[src/rtl/fifo_pkg.sv]
// ============================================================================
// Module      : fifo_pkg
// Description : Shared types, width helpers and default thresholds for param_fifo.
// Revision    : 1.0 - initial release
// ============================================================================
`default_nettype none

package fifo_pkg;

    typedef enum logic {
        FIFO_STD  = 1'b0,
        FIFO_FWFT = 1'b1
    } fifo_mode_e;

    localparam int DEF_AE_TH     = 2;
    localparam int DEF_AF_MARGIN = 2;

    function automatic int ptr_width(input int depth);
        return (depth > 1) ? $clog2(depth) : 1;
    endfunction

    function automatic int cnt_width(input int depth);
        return $clog2(depth) + 1;
    endfunction

endpackage

`default_nettype wire

[src/rtl/fifo_ram.sv]
// ============================================================================
// Module      : fifo_ram
// Description : DEPTH x DATA_W storage; registered read port in standard mode,
//               combinational read port in first-word-fall-through mode.
// Revision    : 1.0 - initial release
// ============================================================================
`default_nettype none

module fifo_ram
    import fifo_pkg::*;
#(
    parameter int         DATA_W = 8,
    parameter int         DEPTH  = 16,
    parameter fifo_mode_e MODE   = FIFO_STD
)(
    input  logic                         clk,
    input  logic                         rst_n,
    input  logic                         clr,
    input  logic                         we,
    input  logic [ptr_width(DEPTH)-1:0]  waddr,
    input  logic [DATA_W-1:0]            wdata,
    input  logic                         re,
    input  logic [ptr_width(DEPTH)-1:0]  raddr,
    output logic [DATA_W-1:0]            rdata
);

    logic [DATA_W-1:0] r_mem [DEPTH];

    always_ff @(posedge clk) begin
        if (we) begin
            r_mem[waddr] <= wdata;
        end
    end

    generate
        if (MODE == FIFO_FWFT) begin : g_fwft
            // Head word is presented directly; pop/clear only move pointers upstream.
            logic w_unused;
            assign w_unused = ^{rst_n, clr, re};
            assign rdata    = r_mem[raddr];
        end else begin : g_std
            logic [DATA_W-1:0] r_dout;
            always_ff @(posedge clk or negedge rst_n) begin
                if (!rst_n) begin
                    r_dout <= '0;
                end else if (clr) begin
                    r_dout <= '0;
                end else if (re) begin
                    r_dout <= r_mem[raddr];
                end
            end
            assign rdata = r_dout;
        end
    endgenerate

endmodule

`default_nettype wire

[src/rtl/param_fifo.sv]
// ============================================================================
// Module      : param_fifo
// Description : Parametrised single-clock FIFO with standard/FWFT read mode,
//               programmable almost flags, occupancy count and error pulses.
// Revision    : 1.0 - initial release
// ============================================================================
`default_nettype none

module param_fifo
    import fifo_pkg::*;
#(
    parameter int DATA_W = 8,
    parameter int DEPTH  = 16,
    parameter int FWFT   = 0,
    parameter int AF_TH  = DEPTH - DEF_AF_MARGIN,
    parameter int AE_TH  = DEF_AE_TH
)(
    input  logic                         clk_in,
    input  logic                         rst_n_in,
    input  logic                         srst_in,
    input  logic                         wr_en_in,
    input  logic [DATA_W-1:0]            din_in,
    input  logic                         rd_en_in,
    output logic [DATA_W-1:0]            dout_out,
    output logic                         full_out,
    output logic                         empty_out,
    output logic                         almost_full_out,
    output logic                         almost_empty_out,
    output logic [cnt_width(DEPTH)-1:0]  count_out,
    output logic                         overflow_out,
    output logic                         underflow_out
);

    localparam int         PTR_W = ptr_width(DEPTH);
    localparam int         CNT_W = cnt_width(DEPTH);
    localparam fifo_mode_e MODE  = (FWFT != 0) ? FIFO_FWFT : FIFO_STD;

    localparam logic [CNT_W-1:0] FULL_CNT = CNT_W'(DEPTH);
    localparam logic [CNT_W-1:0] AF_CNT   = CNT_W'(AF_TH);
    localparam logic [CNT_W-1:0] AE_CNT   = CNT_W'(AE_TH);

    generate
        if ((DEPTH < 2) || (DEPTH > 1024) || ((DEPTH & (DEPTH - 1)) != 0) ||
            (DATA_W < 1) || (DATA_W > 64) || (AE_TH < 0) ||
            (AE_TH >= AF_TH) || (AF_TH > DEPTH)) begin : g_param_check
            $error("param_fifo: illegal DEPTH/DATA_W/threshold parameters");
        end
    endgenerate

    logic [PTR_W-1:0] r_wptr;
    logic [PTR_W-1:0] r_rptr;
    logic [CNT_W-1:0] r_count;
    logic             r_overflow;
    logic             r_underflow;

    logic w_rd_acc;
    logic w_wr_acc;
    logic w_empty;

    assign w_empty  = (r_count == '0);
    assign w_rd_acc = rd_en_in & ~w_empty;
    // A full FIFO still takes a write when the same edge pops a word.
    assign w_wr_acc = wr_en_in & ((r_count != FULL_CNT) | w_rd_acc);

    always_ff @(posedge clk_in or negedge rst_n_in) begin
        if (!rst_n_in) begin
            r_wptr      <= '0;
            r_rptr      <= '0;
            r_count     <= '0;
            r_overflow  <= 1'b0;
            r_underflow <= 1'b0;
        end else if (srst_in) begin
            r_wptr      <= '0;
            r_rptr      <= '0;
            r_count     <= '0;
            r_overflow  <= 1'b0;
            r_underflow <= 1'b0;
        end else begin
            if (w_wr_acc) begin
                r_wptr <= r_wptr + PTR_W'(1);
            end
            if (w_rd_acc) begin
                r_rptr <= r_rptr + PTR_W'(1);
            end
            case ({w_wr_acc, w_rd_acc})
                2'b10:   r_count <= r_count + CNT_W'(1);
                2'b01:   r_count <= r_count - CNT_W'(1);
                default: r_count <= r_count;
            endcase
            r_overflow  <= wr_en_in & ~w_wr_acc;
            r_underflow <= rd_en_in & w_empty;
        end
    end

    fifo_ram #(
        .DATA_W (DATA_W),
        .DEPTH  (DEPTH),
        .MODE   (MODE)
    ) u_ram (
        .clk    (clk_in),
        .rst_n  (rst_n_in),
        .clr    (srst_in),
        .we     (w_wr_acc & ~srst_in),
        .waddr  (r_wptr),
        .wdata  (din_in),
        .re     (w_rd_acc),
        .raddr  (r_rptr),
        .rdata  (dout_out)
    );

    assign count_out        = r_count;
    assign empty_out        = w_empty;
    assign full_out         = (r_count == FULL_CNT);
    assign almost_full_out  = (r_count >= AF_CNT);
    assign almost_empty_out = (r_count <= AE_CNT);
    assign overflow_out     = r_overflow;
    assign underflow_out    = r_underflow;

endmodule

`default_nettype wire

[config.mk]
export PLATFORM = sky130hd
export DESIGN_NAME = param_fifo
export DESIGN_NICKNAME = d
export VERILOG_FILES = /design/src/rtl/fifo_pkg.sv /design/src/rtl/fifo_ram.sv /design/src/rtl/param_fifo.sv
export SDC_FILE = /design/constraint.sdc
export NUM_CORES = 1
export LEC_CHECK = 0
export CORE_MARGIN = 8
export CORE_UTILIZATION = 40
export DETAILED_ROUTE_END_ITERATION = 6
export HOLD_SLACK_MARGIN = 0.08
export SETUP_SLACK_MARGIN = 0.2
export SYNTH_ARGS = -nofsm -noshare
export SYNTH_HDL_FRONTEND = slang
export SYNTH_SLANG_ARGS = --single-unit
[constraint.sdc]
create_clock -name clk_in -period 6.53 [get_ports clk_in]
set_clock_uncertainty 0.05 [all_clocks]
set_input_delay 1.306 -clock clk_in [delete_from_list [all_inputs] [get_ports clk_in]]
set_output_delay 1.306 -clock clk_in [all_outputs]
set_load 0.05 [all_outputs]
==> results.yml <==
status:
  status: "finished clean"
place:
  place.gp.congestion: 0.742
  hpwl_mm: 8.15
  numPortBuffers: 31
  placed_cell_area_um2: 6750
synthesis:
  synth_top_family_by_area: "multiplexers"
  yosys.area_share.simple_pct: 6.32
  synth_compound_area_share_pct: 2.55
  synth_adder_area_share_pct: 1.93
  ys_ff_latch: 151
  synthDistinctLibCells: 43
  synthXorXnorAreaFrac_pct: 1.26
  synthMuxAreaShare_pct: 15.0
  async_reset_ff_share_pct: 15.2
  avgSynthCellArea_um2: 18.2
  ys_dominant_reg_cell: "edfxtp_1"
  yosys_warnings: 0
  synth-edff-count: 128
  yosysSeqAreaShare_pct: 70.8
  synthesis.nets: 364
  synthCells: 342
  syn_area_um2: 6240
setup_path:
  crit_path_frequent_cell: "or3_4"
  slowest_stage: "clkdlybuf4s50_1"
  r2r_end: "count_out[4]"
  crit_chain: "or3_4 -> or3_4 -> inv_1 -> clkdlybuf4s50_1"
  cp.depth: 4
  cp_slowest_stage_delay_ns: 0.80
  cp.required_ns: 5.17
  cp-start-kind: "flip-flop"
  rrSetupSlack_ns: 3.60
  end_kind: "output pin"
  critPathKind: "flip-flop to output pin"
  cp_num_buf_inv: 2
  cp_top_family: "buffers and inverters"
  path_max_fanout: 10
  arrival_ns: 2.57
  rr_startpoint: "count_out[4]"
  r2r_cells: 10
sta:
  hold_viol_final: 0
  rsz0062_at_grt: "false"
  relSlewSlack_pct: 38.6
  slew_viol_final: 0
  tightest_slew_ns: 0.917
  fin_crit_sh_pct: 60.1
  clock.fmax_mhz: 255
  setup-violations-final: 0
  finalCriticalPeriod_ns: 3.93
  whs_ns: 0.482
  fin_setup_tns_ns: 0
cts:
  path_clk_slew_ns: 0.06
  clock_latency_ns: 0.42
  htreeDepth: 4
  postCtsSetupBuffers: 0
  cts_tree: "done"
  cts.sinks: 151
  root_buffer: "clkbuf_16"
  clk_path_buf_depth: 2
  numCtsBuffers: 17
  cts_resized: 0
  holdBufCountCts: 0
cells_and_area:
  finalNetCount: 403
  n_fill_cell: 1269
  final_cell_area_um2: 7360
  antennaDiodeCount: 0
  drive_gt1_share_pct: 19.5
  ff_latch_area_um2: 4420
  multi_input_area_um2: 1690
  area_growth_pct: 18.0
routing:
  dr.pass1.iters: 4
  vias_per_cell: 5.51
  num_vias: 3204
  wl_per_cell_um: 22.1
  detail-route-antenna-nets: 0
  wirelength_mm: 12.9
  drt_iter0_drc: 195
  remaining_drc_errors: 0
grt:
  grt_pass1_vias: 3425
  grt_pass1_wl_mm: 20.1
  globalRouteOverflowTotal: 0
  grt_max_degree: 35
  antenna_found_initial: 0
  grt_usage_pct: 13.9
hold_path:
  worstHoldEndpoint: "u_ram.rdata[0]"
  hold_path_class: "flip-flop to flip-flop"
  worstHoldStart: "u_ram.rdata[0]"
  holdPathStages: 2
floorplanning:
  dieArea_um2: 19800
  core_area_um2: 15200
  rows: 45
  start_util_pct: 41.0
  io_pins: 32
  die_w_um: 141
  die_h_um: 141
power_and_ir_drop:
  leakagePower_uw: 0.00244
  power_density_nw_per_um2: 360
  ir_drop_mv: 0.207
job:
  maxCapViolations: 0
## flip-flops by register name (all words and copies together) (netlist names)
name           cells
r_wptr             4
overflow_out       1
u_ram.rdata        8
r_rptr             4
count_out          5
u_ram.r_mem      128
underflow_out      1
## layout make-up
class                           instances  share of cell area (%)
Clock buffer                           24                    6.41
Clock inverter                          8                    1.99
Timing Repair Buffer                   40                    5.13
Inverter                                6                   0.306
Multi-Input combinational cell        165                    22.9
Tap cell                              188                    3.19
Sequential cell                       151                    60.0
## power breakdown
group          internal (µW)  switching (µW)
registers               1090            54.9
clock network            660             361
logic                    186             302
total                   1930             718
## cell usage after synthesis, types with 2 or more instances
cell | n | area share, %
nand3b_1 | 10 | 1.2
nand3_1 | 3 | 0.24
nor3_1 | 4 | 0.32
nand2_1 | 12 | 0.72
o221ai_1 | 8 | 1.1
nor3b_1 | 2 | 0.24
nor2_1 | 24 | 1.4
clkbuf_1 | 7 | 0.42
dfrtp_1 | 23 | 9.2
mux2_1 | 4 | 0.72
xnor2_1 | 2 | 0.28
mux4_2 | 32 | 12
buf_2 | 8 | 0.64
edfxtp_1 | 128 | 62
ha_1 | 8 | 1.6
mux2i_1 | 16 | 2.6
a21o_1 | 2 | 0.24
buf_1 | 2 | 0.12
xor2_1 | 7 | 0.98
nand2b_1 | 5 | 0.50
inv_1 | 6 | 0.36
or3_4 | 3 | 0.54
a21oi_1 | 6 | 0.48
## kinds of logic after synthesis
kind of cell,Yosys count
AO/OA/AOI/OAI,22
AND/OR/NAND/NOR,72
flip-flops,151
adder cells (fa/ha/maj),9
buffers and inverters,26
XOR/XNOR,9
multiplexers,53
## worst register-to-register path: cells and delay by family (launching register included)
kind                       cells  cell delay, ns
AOI/OAI and AO/OA              4            0.84
adders and majority gates      1            0.33
buffers and inverters          1            0.08
DFF                            1            0.48
muxes                          1            0.38
and+or+nand+nor                3            0.65
## stage by stage
| stage | util (%) | worst slack [ns] | std cells | total power [µW] |
|---|---|---|---|---|
| after CTS | 48.4 | 2.57 | 582 | 2670 |
| final | 48.4 | 2.60 | 582 | 2650 |
| after global routing | 48.4 | 2.49 | 582 | 2750 |
| after global placement | 44.4 | 2.53 | 550 | 1650 |
| after detailed placement | 44.4 | 2.46 | 550 | 1650 |
| after floorplan | - | 3.21 | 342 | 1490 |
## routing by layer
metal	vias up	global-route usage (%)	share of wire, %
met5	-	0	0
met4	0	5.15	0.65
met3	7	3.48	5.9
met2	96	22.5	49
met1	1668	17.7	45
li1	1433	-	-
## worst max-delay path by stage
stage                       from           end  slack (ns)
floorplan               rd_en_in  count_out[4]        3.21
global placement        rd_en_in  count_out[4]        2.53
detailed placement      rd_en_in  count_out[4]        2.46
CTS                 count_out[4]     empty_out        2.57
global route        count_out[4]     empty_out        2.49
finish              count_out[4]     empty_out        2.60
## layout by cell type, fill, tap and decap left out, types with 6 or more instances in the layout
master	instances
edfxtp_1	128
mux4_2	32
clkdlybuf4s50_1	31
nor2_1	24
dfrtp_1	22
clkbuf_16	17
mux2i_1	16
nand2_1	12
nand3b_1	10
buf_4	9
o221ai_1	8
ha_1	8
xor2_1	7
inv_1	6
a21oi_1	6
Note: power is estimated with default switching activity, not from simulation.
